==> src/rtl/color_pkg.sv <==
// Shared types and helpers for keypad colour entry: FSM states, digit/colour widths,
// and the nibble-insertion helper that places one hex digit MSB-first into the colour word.
package color_pkg;

    localparam int NUM_DIGITS = 6;
    localparam int COLOR_W    = 24;
    localparam int NIBBLE_W   = 4;

    typedef enum logic [1:0] {
        IDLE   = 2'd0,
        ENTRY  = 2'd1,
        COMMIT = 2'd2
    } state_t;

    // Digit 0 lands in bits [23:20], digit 5 in bits [3:0].
    function automatic logic [COLOR_W-1:0] insert_nibble(
        input logic [COLOR_W-1:0]  color,
        input logic [2:0]          idx,
        input logic [NIBBLE_W-1:0] nib
    );
        logic [COLOR_W-1:0] mask;
        logic [COLOR_W-1:0] val;
        int                 sh;
        sh   = (NUM_DIGITS - 1 - int'(idx)) * NIBBLE_W;
        mask = {{(COLOR_W-NIBBLE_W){1'b0}}, {NIBBLE_W{1'b1}}} << sh;
        val  = {{(COLOR_W-NIBBLE_W){1'b0}}, nib} << sh;
        return (color & ~mask) | val;
    endfunction

endpackage

==> src/rtl/idle_timer.sv <==
// Saturating inactivity counter with clear/enable; expire is combinational, high on the
// enabled cycle that brings the count to TIMEOUT_CYCLES. No backpressure.
module idle_timer #(
    parameter int TIMEOUT_CYCLES = 50_000_000
) (
    input  logic clk,
    input  logic reset,
    input  logic clr,
    input  logic en,
    output logic expire
);

    localparam int CNT_W = $clog2(TIMEOUT_CYCLES + 1);

    logic [CNT_W-1:0] cnt_q;
    logic [CNT_W-1:0] cnt_d;

    always_comb begin
        cnt_d = cnt_q;
        if (clr) begin
            cnt_d = '0;
        end else if (en && (cnt_q != CNT_W'(TIMEOUT_CYCLES))) begin
            cnt_d = cnt_q + CNT_W'(1);
        end
    end

    always_ff @(posedge clk or negedge reset) begin
        if (!reset) begin
            cnt_q <= '0;
        end else begin
            cnt_q <= cnt_d;
        end
    end

    assign expire = en && !clr && (cnt_q == CNT_W'(TIMEOUT_CYCLES - 1));

endmodule

==> src/rtl/color_entry_ctrl.sv <==
// Keypad entry of a 24-bit RGB colour as six hex digits, tagged with a slot; colour is offered
// 1 clock after the 6th key and held (valid never withdrawn) until color_ready; entries abort on timeout.
module color_entry_ctrl
    import color_pkg::*;
#(
    parameter int TIMEOUT_CYCLES = 50_000_000,
    parameter int SLOT_W         = 2
) (
    input  logic               clk,
    input  logic               reset,
    input  logic               start,
    input  logic [SLOT_W-1:0]  slot_sel,
    input  logic               key_valid,
    input  logic [3:0]         key_code,
    input  logic               cancel,
    input  logic               color_ready,
    output logic [23:0]        color_out,
    output logic [SLOT_W-1:0]  color_slot,
    output logic               color_valid,
    output logic [23:0]        preview,
    output logic [2:0]         digit_idx,
    output logic               busy,
    output logic               timeout_err
);

    state_t              state_q, state_d;
    logic [COLOR_W-1:0]  preview_q, preview_d;
    logic [COLOR_W-1:0]  color_out_q, color_out_d;
    logic [SLOT_W-1:0]   slot_q, slot_d;
    logic [SLOT_W-1:0]   color_slot_q, color_slot_d;
    logic                color_valid_q, color_valid_d;
    logic [2:0]          digit_idx_q, digit_idx_d;
    logic                busy_q, busy_d;
    logic                timeout_err_q, timeout_err_d;

    logic                in_entry;
    logic                last_key;
    logic                expire;
    logic [COLOR_W-1:0]  merged;

    assign in_entry = (state_q == ENTRY);
    assign last_key = (digit_idx_q == 3'(NUM_DIGITS - 1));
    assign merged   = insert_nibble(preview_q, digit_idx_q, key_code);

    // Any key, start, cancel or leaving ENTRY restarts the inactivity window.
    idle_timer #(
        .TIMEOUT_CYCLES(TIMEOUT_CYCLES)
    ) u_idle_timer (
        .clk   (clk),
        .reset (reset),
        .clr   (!in_entry || key_valid || start || cancel),
        .en    (in_entry && !key_valid),
        .expire(expire)
    );

    always_ff @(posedge clk or negedge reset) begin
        if (!reset) begin
            state_q       <= IDLE;
            preview_q     <= '0;
            color_out_q   <= '0;
            slot_q        <= '0;
            color_slot_q  <= '0;
            color_valid_q <= 1'b0;
            digit_idx_q   <= '0;
            busy_q        <= 1'b0;
            timeout_err_q <= 1'b0;
        end else begin
            state_q       <= state_d;
            preview_q     <= preview_d;
            color_out_q   <= color_out_d;
            slot_q        <= slot_d;
            color_slot_q  <= color_slot_d;
            color_valid_q <= color_valid_d;
            digit_idx_q   <= digit_idx_d;
            busy_q        <= busy_d;
            timeout_err_q <= timeout_err_d;
        end
    end

    // ENTRY priority: cancel > start > key > timeout.
    always_comb begin
        state_d = state_q;
        case (state_q)
            IDLE: begin
                if (start) state_d = ENTRY;
            end
            ENTRY: begin
                if (cancel)                     state_d = IDLE;
                else if (start)                 state_d = ENTRY;
                else if (key_valid && last_key) state_d = COMMIT;
                else if (key_valid)             state_d = ENTRY;
                else if (expire)                state_d = IDLE;
            end
            COMMIT: begin
                if (color_valid_q && color_ready) state_d = IDLE;
            end
            default: state_d = IDLE;
        endcase
    end

    always_comb begin
        preview_d     = preview_q;
        color_out_d   = color_out_q;
        slot_d        = slot_q;
        color_slot_d  = color_slot_q;
        color_valid_d = color_valid_q;
        digit_idx_d   = digit_idx_q;
        timeout_err_d = 1'b0;
        busy_d        = (state_d != IDLE);
        case (state_q)
            IDLE: begin
                if (start) begin
                    preview_d   = '0;
                    digit_idx_d = '0;
                    slot_d      = slot_sel;
                end
            end
            ENTRY: begin
                if (cancel) begin
                    digit_idx_d = '0;
                end else if (start) begin
                    preview_d   = '0;
                    digit_idx_d = '0;
                    slot_d      = slot_sel;
                end else if (key_valid) begin
                    preview_d   = merged;
                    digit_idx_d = digit_idx_q + 3'd1;
                    if (last_key) begin
                        color_out_d   = merged;
                        color_slot_d  = slot_q;
                        color_valid_d = 1'b1;
                    end
                end else if (expire) begin
                    timeout_err_d = 1'b1;
                    digit_idx_d   = '0;
                end
            end
            COMMIT: begin
                if (color_valid_q && color_ready) begin
                    color_valid_d = 1'b0;
                    digit_idx_d   = '0;
                end
            end
            default: ;
        endcase
    end

    assign color_out   = color_out_q;
    assign color_slot  = color_slot_q;
    assign color_valid = color_valid_q;
    assign preview     = preview_q;
    assign digit_idx   = digit_idx_q;
    assign busy        = busy_q;
    assign timeout_err = timeout_err_q;

endmodule
==> config.mk <==
export PLATFORM = sky130hd
export DESIGN_NAME = color_entry_ctrl
export DESIGN_NICKNAME = d
export VERILOG_FILES = /design/src/rtl/color_pkg.sv /design/src/rtl/idle_timer.sv /design/src/rtl/color_entry_ctrl.sv
export SDC_FILE = /design/constraint.sdc
export NUM_CORES = 1
export LEC_CHECK = 0
export BUFFER_PORTS_ARGS = -buffer_cell sky130_fd_sc_hd__buf_2
export CORE_UTILIZATION = 50
export DETAILED_ROUTE_END_ITERATION = 8
export GPL_ROUTABILITY_DRIVEN = 0
export PLACE_DENSITY = 0.73
export SLEW_MARGIN = 5
export SYNTH_ARGS = -nofsm -noshare
export SYNTH_HDL_FRONTEND = slang
export SYNTH_SLANG_ARGS = --single-unit
export TNS_END_PERCENT = 50
==> constraint.sdc <==
create_clock -name clk -period 3.4 [get_ports clk]
set_input_delay 0.34 -clock clk [delete_from_list [all_inputs] [get_ports clk]]
set_output_delay 0.34 -clock clk [all_outputs]
set_load 0.03 [all_outputs]
* After elaboration in Yosys (flattened, before gate mapping)
Index checks and enable logic that the tools add are counted.
Word-level totals: register bits 86, output and inout bits 56, logic and storage cells 92
Cells by class: $add $sub $neg 3, equal/unequal tests 13, shift operators 2, multiplexer cells 36, bitwise gates (word level) 5, reductions and logical operators 23
Operators by type and width (number):
- two-way mux 24 bit | 4
- two-way mux 26 bit | 2
- one-hot mux 24 bit (2 select lines) | 1
- left shift 4 x 32 -> 24 bit | 1
- left shift 4 x 32 -> 24 bit (first input constant) | 1
- adder 26 x 1 -> 26 bit (second input constant) | 1
- equality test 26 bit (second input constant) | 1
- inequality test 26 bit (second input constant) | 1
- bitwise AND 24 bit | 1
- NOT 24 bit | 1
- bitwise OR 24 bit | 1
- two-way mux 2 bit | 9
- two-way mux 3 bit | 6
- two-way mux 1 bit | 10
- inequality test 2 bit (second input constant) | 5
- one-hot mux 3 bit (3 select lines) | 1
- AND reduction 4 bit | 2
- nonzero test 2 bit | 4
- logical AND 1 bit | 6
- one-hot mux 2 bit (3 select lines) | 1
- AND reduction 6 bit | 1
- inequality test 5 x 4 -> 1 bit (second input constant) | 1
- AND reduction 5 bit | 1
- one-hot mux 2 bit (2 select lines) | 1
- other kinds (14) | 19

* Logic depth before layout (Yosys ltp)
Gate-level depths: netlist of run 1.
depth in word-level cells 15, depth in mapped cells 8, mapped depth without buffers 6

* Cells and area by module
From an unflattened synthesis of run 1, not the netlist that was laid out.
Unflattened totals: cells, all modules 455, area total of the unflattened synthesis 4523.1 sq um
By module, submodules not included:
- color_entry_ctrl | instances 1, cells an instance 302, area each 3071.7 sq um, seq. area each 1501.4 sq um
- idle_timer | instances 1, cells an instance 153, area each 1451.4 sq um, seq. area each 650.6 sq um

* Worst setup path after synthesis of run 1
Ideal clock, no wire load.
path type register to register, start point reg digit_idx_q[1], in the netlist digit_idx[1], end point reg preview_q[7], in the netlist preview[7], arrival time 2510 ps, data required time 3278 ps, path slack 768 ps, stages on the path, launching flop included 7, clock period less this slack 2632 ps, path through dfrtp_1 -> inv_2 -> ha_1 -> clkbuf_1 -> nor4_2 -> o21ai_1 -> a32o_1
Between the ends: cells in the longest elaborated chain, start to end 9
RTL lines:
- start: declaration | RTL line color_entry_ctrl.sv:32 | logic [2:0] digit_idx_q, digit_idx_d;
- start signal: assignment | RTL line color_entry_ctrl.sv:74 | digit_idx_q <= digit_idx_d;
- subtractor 3 x 3 -> 4 bit * | RTL line color_pkg.sv:24 | sh = (NUM_DIGITS - 1 - int'(idx)) * NIBBLE_W;
- left shift 4 x 32 -> 24 bit | RTL line color_pkg.sv:25 | mask = {{(COLOR_W-NIBBLE_W){1'b0}}, {NIBBLE_W{1'b1}}} << sh;
- NOT 24 bit | RTL line color_pkg.sv:27 | return (color & ~mask) | val;
- bitwise AND 24 bit | RTL line color_pkg.sv:27
- bitwise OR 24 bit * | RTL line color_pkg.sv:27
- two-way mux 24 bit * | RTL line color_entry_ctrl.sv:125 | end else if (key_valid) begin
- two-way mux 24 bit * | RTL line color_entry_ctrl.sv:121 | end else if (start) begin
- two-way mux 24 bit * | RTL line color_entry_ctrl.sv:119 | if (cancel) begin
- one-hot mux 24 bit (2 select lines) * | RTL line color_entry_ctrl.sv:110 | case (state_q)
- end signal: assignment | RTL line color_entry_ctrl.sv:69 | preview_q <= preview_d;
- end: declaration | RTL line color_entry_ctrl.sv:27 | logic [COLOR_W-1:0] preview_q, preview_d;
Every way passes the cells marked *; elsewhere a longest branch is shown, timed or not. The select of a mux whose other input is x is not followed. A chain may end at the register's enable or synchronous reset.

* Final worst setup path of run 1
start point reg digit_idx_q[1], in the netlist digit_idx[1], end point reg preview_q[10], in the netlist preview[10]
The elaborated chain is that of the path after synthesis.

==> impl_metrics.csv, run 1 <==
group,metric,value,unit
run_status,outcome,"finished clean",
floorplanning,die_w,93.9,µm
synth,yosys.cell_types.count,50,
clock_tree,path_clk_slew,80,ps
route,drt_iter0_markers,185,
grt,gr-total-overflow,0,
timing,worst_slew_pin_slew,1080,ps
layout,final_common_cell,"dfrtp_1",
layout,seqCellArea,2150,µm²
route,via_per_inst,5.86,
layout,synthToLayoutAreaGrowth,15.4,%
grt,met2_usage,33.0,%
grt,grt_max_degree,87,
grt,antenna_found_initial,0,
layout,fin_nets,487,
clock_tree,clk_path_buf_depth,2,
clock_tree,cts_tree,"yes",
floorplanning,start_util,51.7,%
synth,synth_cells,412,
timing,fin_setup_tns,0,ps
critical_path,cp.arrival,2710,ps
grt,grt_use_met1,33.0,%
job,drv_cap,0,
timing,maxClockFrequency,407,MHz
timing,slew_violations,0,
synth,avgSynthCellArea,10.3,µm²
timing,period_share,72.3,%
clock_tree,hold_buffers,0,
timing,relSlewSlack,27.8,%
critical_path,end_kind,"register",
layout,drive_above_1_share,21.3,%
floorplanning,rows,33,
power_and_ir_drop,ir_worst_vdd,272,µV
route,dr.pass1.iters,4,
grt,grt_pass1_vias,3103,
grt,grt_use_met3,4.29,%
timing,finalClockSkew,7.89,ps
timing,finalHoldViolations,0,
floorplanning,die_h,93.9,µm
clock_tree,cts_buffers,9,
synth,netlist_area,4220,µm²
timing,holdWs,175,ps
grt,grt_pass1_wl,15.4,mm
clock_tree,clk_latency,360,ps
floorplanning,die_area,8820,µm²
layout,n_antenna_cell,0,
synth,synth_edf_count,0,
power_and_ir_drop,p_per_area,419,nW/µm²
power_and_ir_drop,leakage,2.15,nW
layout,fill_cells,706,
clock_tree,htree_num_levels,3,
grt,groute.usage.overall,22.6,%
critical_path,cp.required,3650,ps
timing,period_minus_slack,2460,ps
floorplanning,core-area,8180,µm²
route,num_vias,3391,
critical_path,start_kind,"register",
route,wl,9.12,mm
synth,synthFlopType,"dfrtp_1",
layout,multi_input_area,1930,µm²
grt,top_usage_layer,"met1",
layout,final_cell_mix,"86 x dfrtp_1, 66 x buf_2, 49 x a21oi_1",
clock_tree,post_cts.repair.setup_buffers,0,
hold_path,min_path_type,"primary input to async pin",
floorplanning,io_pins,68,
critical_path,cp_max_fo,9,
synth,ys_ff_latch,86,
clock_tree,clockRootBuffer,"clkbuf_8",
route,antenna_left,0,
placement,io_buffers,67,
clock_tree,cts_resized,0,
synth,synth.net_count,429,
synth,ys_seq_area_share,50.9,%
synth,yosysWarnings,0,
route,routedWlPerCell,15.7,µm
timing,rsz0062_at_grt,"false",
critical_path,crit_type,"register to register",
clock_tree,clock_sinks,86,
placement,dp_hpwl,5.96,mm
synth,async_reset_ff_share,100,%
route,drc,0,
timing,setup_viol,0,
==> metal layers <==
layer / vias up / routed length [µm]
met5: - / 0
met3: 11 / 384
met2: 69 / 4150
met4: 0 / 117
met1: 1672 / 4460
li1: 1639 / -
==> cells in the mapped netlist (all sizes together), types with 5 or more instances <==
| cell | instances | share of area (%) |
|---|---|---|
| ha | 5 | 1.5 |
| nor2b | 5 | 0.74 |
| a32o | 20 | 4.7 |
| or3 | 13 | 1.9 |
| o31ai | 7 | 1.2 |
| nand2 | 12 | 1.1 |
| xnor2 | 6 | 1.2 |
| mux2i | 21 | 5.0 |
| dfrtp | 86 | 51 |
| nor3 | 7 | 0.83 |
| nor4 | 5 | 1.2 |
| or4 | 10 | 1.8 |
| nand4 | 7 | 1.2 |
| o21ai | 18 | 2.1 |
| clkbuf | 15 | 1.3 |
| a21oi | 49 | 5.8 |
| buf | 10 | 1.1 |
| nand3 | 16 | 2.0 |
| inv | 13 | 1.2 |
| nor2 | 45 | 4.0 |
==> critical path, stage by stage (launching register included) <==
cell     delay, ps
dfrtp_1        590
inv_2          150
ha_1           470
nor4b_4        670
o21ai_1        220
a32o_1         250
==> where the power goes <==
part / internal [mW] / switching, mW
logic: 0.0454 / 0.101
registers: 1.03 / 0.0131
clock network: 0.484 / 0.367
total: 1.56 / 0.482
==> cell type report <==
class                      count  area share [%]
timing repair buffer          72            7.70
multi-input combinational    288            39.6
sequential                    86            44.1
clock buffer                   9            2.54
clock inverter                 6            2.28
inverter                      13            1.00
tap                          105            2.69
==> cell families (layout without fill, tap and decap cells) <==
logic type / after synthesis / after routing / synth area share (%)
flip-flops: 86 / 86 / 50.9
AO/OA/AOI/OAI: 109 / 109 / 16.7
XOR/XNOR: 8 / 8 / 1.66
multiplexers: 25 / 25 / 6.04
AND/OR/NAND/NOR: 141 / 141 / 19.6
buffers and inverters: 38 / 100 / 3.55
adder cells (fa/ha/maj): 5 / 5 / 1.48
==> through the flow <==
step,setup slack (ps),utilization (%),instances,total power [mW],instance area (µm²)
3_5_place_dp,975,56.8,564,1.22,4640
4_1_cts,951,59.6,579,2.06,4880
3_3_place_gp,1070,56.8,564,1.21,4640
2_1_floorplan,768,-,412,1.16,4220
5_1_grt,722,59.6,579,2.13,4880
6_report,941,59.6,579,2.05,4880
==> flip-flops by register name (all words and copies together), names as in the netlist <==
| name | cells |
|---|---|
| u_idle_timer.cnt_q | 26 |
| color_out | 24 |
| preview | 24 |
| digit_idx | 3 |
| color_slot | 2 |
| slot_q | 2 |
| state_q | 2 |
| busy | 1 |
| color_valid | 1 |
| timeout_err | 1 |
==> final timing paths <==
path	startpoint	end	slack, ps	cells past startpoint
worst max-delay path	digit_idx[1]	preview[10]	940	5
worst min-delay path	reset	u_idle_timer.cnt_q[11]	180	1
worst max register to register	digit_idx[1]	preview[10]	940	5
worst min register to register	slot_q[0]	color_slot[0]	500	1
max in group asynchronous	reset	color_out[2]	2530	1
min in group clk	slot_sel[0]	slot_q[0]	210	2
Note: power is estimated with default switching activity, not from simulation.
==> inputs of run 2 (changes only) <==
--- a/config.mk
+++ b/config.mk
@@ -5,11 +5,12 @@
 export SDC_FILE = /design/constraint.sdc
 export NUM_CORES = 1
 export LEC_CHECK = 0
+export ABC_AREA = 1
 export BUFFER_PORTS_ARGS = -buffer_cell sky130_fd_sc_hd__buf_2
 export CORE_UTILIZATION = 50
 export DETAILED_ROUTE_END_ITERATION = 8
 export GPL_ROUTABILITY_DRIVEN = 0
-export PLACE_DENSITY = 0.73
+export PLACE_DENSITY = 0.76
 export SLEW_MARGIN = 5
 export SYNTH_ARGS = -nofsm -noshare
 export SYNTH_HDL_FRONTEND = slang
==> constraint.sdc (replaced) <==
create_clock -name clk -period 2.2 [get_ports clk]
set_input_delay 0.22 -clock clk [delete_from_list [all_inputs] [get_ports clk]]
set_output_delay 0.22 -clock clk [all_outputs]
set_load 0.03 [all_outputs]
==> run 2 against run 1 <==
Against the previous run:
- register-to-register slack got worse by 780 ps
- worst hold slack worse by 52 ps
- clock-buffer cell count grew 1
- combinational power rose to 3.8 times the previous value
- area after synthesis up 0.80%
==> impl_metrics.csv, run 2 <==
group,metric,value,unit
run_status,outcome,"finished clean",
layout,synthToLayoutAreaGrowth,15.4,%
floorplanning,die_w,94.3,µm
timing,period_minus_slack,2040,ps
layout,final_cells,697,
critical_path,crit_type,"register to register",
timing,finalClockSkew,7.88,ps
critical_path,cp.arrival,2270,ps
power_and_ir_drop,p_per_area,685,nW/µm²
layout,fin_util,59.8,%
route,wl,9.88,mm
clock_tree,cts_tree,"yes",
layout,final_common_cell,"nand2_1",
timing,relSlewSlack,60.7,%
timing,setup_viol,0,
grt,groute.usage.overall,24.8,%
layout,drive_above_1_share,20.3,%
synth,yosysMostFrequentCell,"nand2_1",
critical_path,cp.required,2430,ps
power_and_ir_drop,ir_worst_vdd,341,µV
timing,finalHoldViolations,0,
route,num_vias,3730,
clock_tree,cts_buffers,9,
layout,largest_reg_flops,26,
synth,avgSynthCellArea,8.25,µm²
critical_path,critical_path.cell_chain,"inv_1 > ha_1 > nor2_1 > nand3_1 > o21ai_0 > o22ai_1",
timing,rsz0062_at_grt,"false",
layout,n_antenna_cell,0,
critical_path,cp_slowest_cell,"dfrtp_1",
synth,synth_top_cell_by_area,"dfrtp_1",
clock_tree,path_clk_slew,90,ps
grt,grt_pass1_wl,16.7,mm
placement,dp_hpwl,7.18,mm
grt,gr-total-overflow,0,
route,drc,0,
critical_path,cp_max_fo,9,
timing,fin_setup_tns,0,ps
layout,fill_cells,720,
hold_path,min_path_type,"primary input to register",
floorplanning,start_util,51.8,%
route,antenna_left,0,
synth,synthTopCellsByCount,"119 x nand2_1, 86 x dfrtp_1, 59 x o21ai_0, 55 x inv_1, 54 x nor2_1",
synth,async_reset_ff_share,100,%
route,dr.pass1.iters,4,
floorplanning,rows,33,
synth,yosys.cell_types.count,31,
synth,synth_cells,516,
critical_path,critPathMaxStageDelay,520,ps
grt,antenna_found_initial,0,
layout,fin_nets,604,
synth,synth_edf_count,0,
clock_tree,clock_sinks,86,
clock_tree,clk_path_buf_depth,2,
critical_path,critical_path.top_delay_family,"flip-flops",
synth,synth.net_count,533,
route,drt_iter0_markers,173,
layout,final_cell_mix,"119 x nand2_1, 86 x dfrtp_1, 66 x buf_2",
synth,netlist_area,4260,µm²
synth,ys_ff_latch,86,
route,routedWlPerCell,14.2,µm
grt,grt_max_degree,51,
clock_tree,clk_latency,370,ps
floorplanning,die_h,94.3,µm
layout,top_register,"u_idle_timer.cnt_q",
placement,dp_cells,680,
timing,slew_violations,0,
route,via_per_inst,5.35,
placement,io_buffers,67,
synth,yosysWarnings,0,
floorplanning,io_pins,68,
floorplanning,die_area,8890,µm²
timing,period_share,92.7,%
critical_path,path_buf_inv,1,
critical_path,start_kind,"register",
grt,grt_pass1_vias,3602,
clock_tree,clockRootBuffer,"clkbuf_8",
synth,ys_seq_area_share,50.5,%
timing,worst_slew_pin_slew,589,ps
critical_path,end_kind,"register",
synth,synthFlopType,"dfrtp_1",
floorplanning,core-area,8220,µm²
timing,maxClockFrequency,490,MHz
power_and_ir_drop,leakage,2.38,nW
clock_tree,htree_num_levels,3,
job,drv_cap,0,
synth,synth_area_leaders,"dfrtp_1 51%, nand2_1 10%, o21ai_0 6.9%",
synth,yosysTopAreaCellShare,50.5,%
## run 2: changes by cell type in the layout (fill, tap and decap cells not counted), sizes merged, moves of 7 or more
cell	before	now
o22ai	0	14
a21oi	49	16
mux2i	21	0
o21ai	18	86
a32o	20	0
nand2	12	126
o31ai	7	0
or4	10	0
or3	13	0
inv	13	64
nor2	45	64
## run 2: worst min-delay path: stages
cell and delay [ps]:
buf_2 70, nor2_1 40, a21oi_1 110
## run 2: report_power, final
group | leakage [nW] | internal, mW | switching (mW)
sequential | 1.18 | 1.67 | 0.0586
combinational | 1.11 | 0.148 | 0.403
clock | 0.0903 | 0.457 | 0.625
## run 2: final timing paths
| path | depth (start not counted) | start | endpoint | slack, ps |
|---|---|---|---|---|
| max in group asynchronous | 3 | reset | color_out[8] | 1190 |
| worst max-delay path | 6 | digit_idx[1] | preview[8] | 160 |
| worst max register to register | 6 | digit_idx[1] | preview[8] | 160 |
| worst min-delay path | 3 | slot_sel[0] | slot_q[0] | 120 |
| min in group asynchronous | 2 | reset | color_out[19] | 390 |
| worst min register to register | 2 | color_out[4] | color_out[4] | 490 |
## run 2: through the flow
step	cell area (µm²)	power, mW	setup WS (ps)	hold WS, ps
CTS	4910	3.40	215	125
global route	4910	3.52	41.7	135
detailed placement	4710	2.32	234	257
floorplan	4260	2.12	323	-75.6
global placement	4710	2.30	357	254
finish	4910	3.36	161	124
## run 2: layout make-up
cell class,count,area [µm²],area share (%)
sequential,86,2150,43.8
multi-input combinational,357,1810,36.8
timing repair buffer,73,410,8.35
inverter,60,225,4.58
clock buffer,10,138,2.80
tap,105,131,2.67
clock inverter,6,50.0,1.02
## run 2: cells by family after synthesis
kind of cell	Yosys count	share of synthesized area [%]
buffers and inverters	73	7.05
xor gates and xnor gates	6	1.23
and+or+nand+nor	229	24.9
DFF	86	50.5
adders and majority gates	5	1.47
AOI/OAI and AO/OA	117	14.8
## run 2: repair_timing
item | in CTS | in global routing
setup buffers | 0 | 0
hold buffers | 1 | 0
resized for setup | 0 | 0
endpoints found under the hold margin | 43 | 0
## run 2: metal layers
layer | share of wire [%] | global-route usage, % | up-vias
met3 | 5.6 | 5.83 | 18
met4 | 2.2 | 11.4 | 0
met1 | 45 | 31.5 | 1772
met5 | 0 | 0 | -
met2 | 48 | 40.0 | 110
li1 | - | - | 1830
==> inputs of run 3 (changes only) <==
--- a/config.mk
+++ b/config.mk
@@ -7,10 +7,12 @@
 export LEC_CHECK = 0
 export ABC_AREA = 1
 export BUFFER_PORTS_ARGS = -buffer_cell sky130_fd_sc_hd__buf_2
+export CORE_MARGIN = 3
 export CORE_UTILIZATION = 50
+export CTS_BUF_LIST = sky130_fd_sc_hd__clkbuf_4 sky130_fd_sc_hd__clkbuf_8 sky130_fd_sc_hd__clkbuf_16
 export DETAILED_ROUTE_END_ITERATION = 8
 export GPL_ROUTABILITY_DRIVEN = 0
-export PLACE_DENSITY = 0.76
+export PLACE_DENSITY = 0.73
 export SLEW_MARGIN = 5
 export SYNTH_ARGS = -nofsm -noshare
 export SYNTH_HDL_FRONTEND = slang
==> constraint.sdc (replaced) <==
create_clock -name clk -period 1.9 [get_ports clk]
set_input_delay 0.19 -clock clk [delete_from_list [all_inputs] [get_ports clk]]
set_output_delay 0.19 -clock clk [all_outputs]
set_load 0.03 [all_outputs]
==> run 3 against run 2 <==
Against the previous run:
- clock power rose by 35%
- wire length fell by 0.26%
- design area rose by 1.2%
- combinational power rose by 16%
- setup slack got worse by 42 ps
- highest routed layer unchanged
==> impl_metrics.csv, run 3 (synthesized netlist as in run 2, its figures left out) <==
group,metric,value,unit
run_status,outcome,"finished clean",
timing,period_share,93.7,%
timing,relSlewSlack,50.6,%
timing,rsz0062_at_grt,"true",
hold_path,min_path_type,"primary input to register",
clock_tree,clock_sinks,86,
hold_path,hp-start,"slot_sel[0]",
route,routedWlPerCell,14.1,µm
timing,setup_viol,0,
timing,setup_slack,120,ps
grt,groute.usage.overall,21.4,%
power_and_ir_drop,ir_worst_vdd,395,µV
critical_path,cp_max_fo,7,
power_and_ir_drop,switching_share,29.4,%
clock_tree,cts_tree,"yes",
layout,n_antenna_cell,0,
hold_path,hold_path_end,"slot_q[0]",
hold_path,hold_depth,3,
grt,grt_pass1_wl,17.0,mm
floorplanning,io_pins,68,
clock_tree,cts_buffers,9,
floorplanning,die_area,9660,µm²
layout,largest_reg_flops,26,
route,via_per_inst,5.35,
grt,grt_pass1_vias,3621,
route,drc,0,
timing,worst_slew_pin_slew,738,ps
critical_path,r2r_slack,120,ps
timing,fin_setup_tns,0,ps
critical_path,end_kind,"register",
power_and_ir_drop,comb_power_share,15.6,%
route,num_vias,3737,
layout,fin_nets,605,
critical_path,start_kind,"register",
floorplanning,start_util,51.6,%
placement,io_buffers,67,
timing,period_minus_slack,1780,ps
timing,maxClockFrequency,562,MHz
route,antenna_left,0,
power_and_ir_drop,clkPwrFrac,35.5,%
layout,fin_util,60.2,%
floorplanning,rows,33,
layout,synthToLayoutAreaGrowth,16.8,%
power_and_ir_drop,internal_power,2.89,mW
power_and_ir_drop,switching_power,1.21,mW
critical_path,timing.rr.start,"digit_idx[2]",
timing,slew_violations,0,
clock_tree,clk_path_buf_depth,2,
power_and_ir_drop,leakage,2.40,nW
critical_path,path_buf_inv,0,
layout,drive_above_1_share,21.1,%
floorplanning,core-area,8260,µm²
critical_path,critical_path.top_delay_family,"simple AND/OR/NAND/NOR gates",
critical_path,cp.required,2120,ps
clock_tree,post_cts.repair.setup_buffers,0,
placement,dp_slack,87.1,ps
critical_path,critPathMaxStageDelay,450,ps
layout,final_common_cell,"nand2_1",
route,dr.pass1.iters,5,
route,drt_iter0_markers,282,
critical_path,r2r_end,"color_out[5]",
critical_path,crit_type,"register to register",
critical_path,critical_path.cell_chain,"ha_1 > nor2_1 > nand2_1 > nor2_2 > nand2_1 > o21ai_0 > o21ai_0",
clock_tree,path_clk_slew,90,ps
power_and_ir_drop,p_per_area,825,nW/µm²
floorplanning,die_w,98.3,µm
layout,top_register,"u_idle_timer.cnt_q",
critical_path,cp.arrival,2000,ps
clock_tree,clockRootBuffer,"clkbuf_8",
critical_path,cp_slowest_cell,"dfrtp_1",
grt,antenna_found_initial,0,
power_and_ir_drop,p_seq_share,48.9,%
grt,grt_max_degree,87,
grt,gr-total-overflow,0,
timing,holdWs,95.1,ps
critical_path,r2r_cells,7,
timing,finalHoldViolations,0,
clock_tree,clk_latency,350,ps
placement,dp_hpwl,7.04,mm
layout,final_cell_mix,"119 x nand2_1, 86 x dfrtp_1, 66 x buf_2",
timing,finalClockSkew,8.72,ps
route,wl,9.86,mm
floorplanning,die_h,98.3,µm
job,drv_cap,0,
clock_tree,htree_num_levels,3,
-- run 3: cell count changes in the layout (fill, tap and decap cells not counted), sizes merged --
cell    previous run  this run
clkinv             0         1
bufinv             0         2
buf               72        73
inv               64        61
-- run 3: worst max-delay path by stage --
| stage | from | to | slack [ps] | cells after the start |
|---|---|---|---|---|
| 6_report | digit_idx[2] | color_out[5] | 120 | 7 |
| 5_1_grt | digit_idx[1] | preview[1] | -40 | 8 |
| 4_1_cts | digit_idx[1] | preview[9] | 80 | 6 |
| 3_5_place_dp | digit_idx[1] | preview[8] | 90 | 6 |
| 3_3_place_gp | digit_idx[1] | preview[8] | 180 | 6 |
| 2_1_floorplan | digit_idx[1] | preview[10] | 20 | 6 |
-- run 3: per-layer routing --
| layer | routed length [µm] | vias up | GRT usage [%] | share of wire (%) |
|---|---|---|---|---|
| li1 | - | 1831 | - | - |
| met1 | 4460 | 1778 | 30.2 | 45 |
| met2 | 4590 | 110 | 33.1 | 47 |
| met3 | 623 | 18 | 4.43 | 6.3 |
| met4 | 187 | 0 | 7.35 | 1.9 |
| met5 | 0 | - | 0 | 0 |
-- run 3: tightest hold or removal path: cells and delay by family --
family,cells,cell delay [ps]
AO/OA/AOI/OAI,1,110
buffers and inverters,1,80
AND/OR/NAND/NOR,1,30
-- run 3: final cells by class --
class | count | area, µm²
fillers | 770 | 3290
flip-flops and latches | 86 | 2150
multi-input cells | 357 | 1830
repair buffers | 74 | 405
inverters | 60 | 225
clock buffers | 10 | 138
well taps | 105 | 131
clock inverters | 6 | 92.6
-- run 3: timing repair --
item                       in CTS  in global routing
hold endpoints to repair       86                  0
gates resized for setup         0                 10
hold buffers                    1                  0
setup endpoints to repair       0                 15
-- run 3: per-stage QoR --
stage          cells  power (mW)  area [µm²]
6_report         698        4.10        4970
5_1_grt          698        4.30        4970
4_1_cts          698        4.13        4950
3_5_place_dp     681        2.68        4710
3_3_place_gp     681        2.67        4710
2_1_floorplan    516        2.45        4260
-- run 3: power by group through the flow --
stage               logic, mW  registers (mW)  clock network (mW)
floorplan               0.234            2.22                   0
global placement        0.631            2.04                   0
detailed placement      0.641            2.04                   0
CTS                     0.642            2.01                1.48
global route            0.701            2.02                1.58
finish                  0.638            2.00                1.46
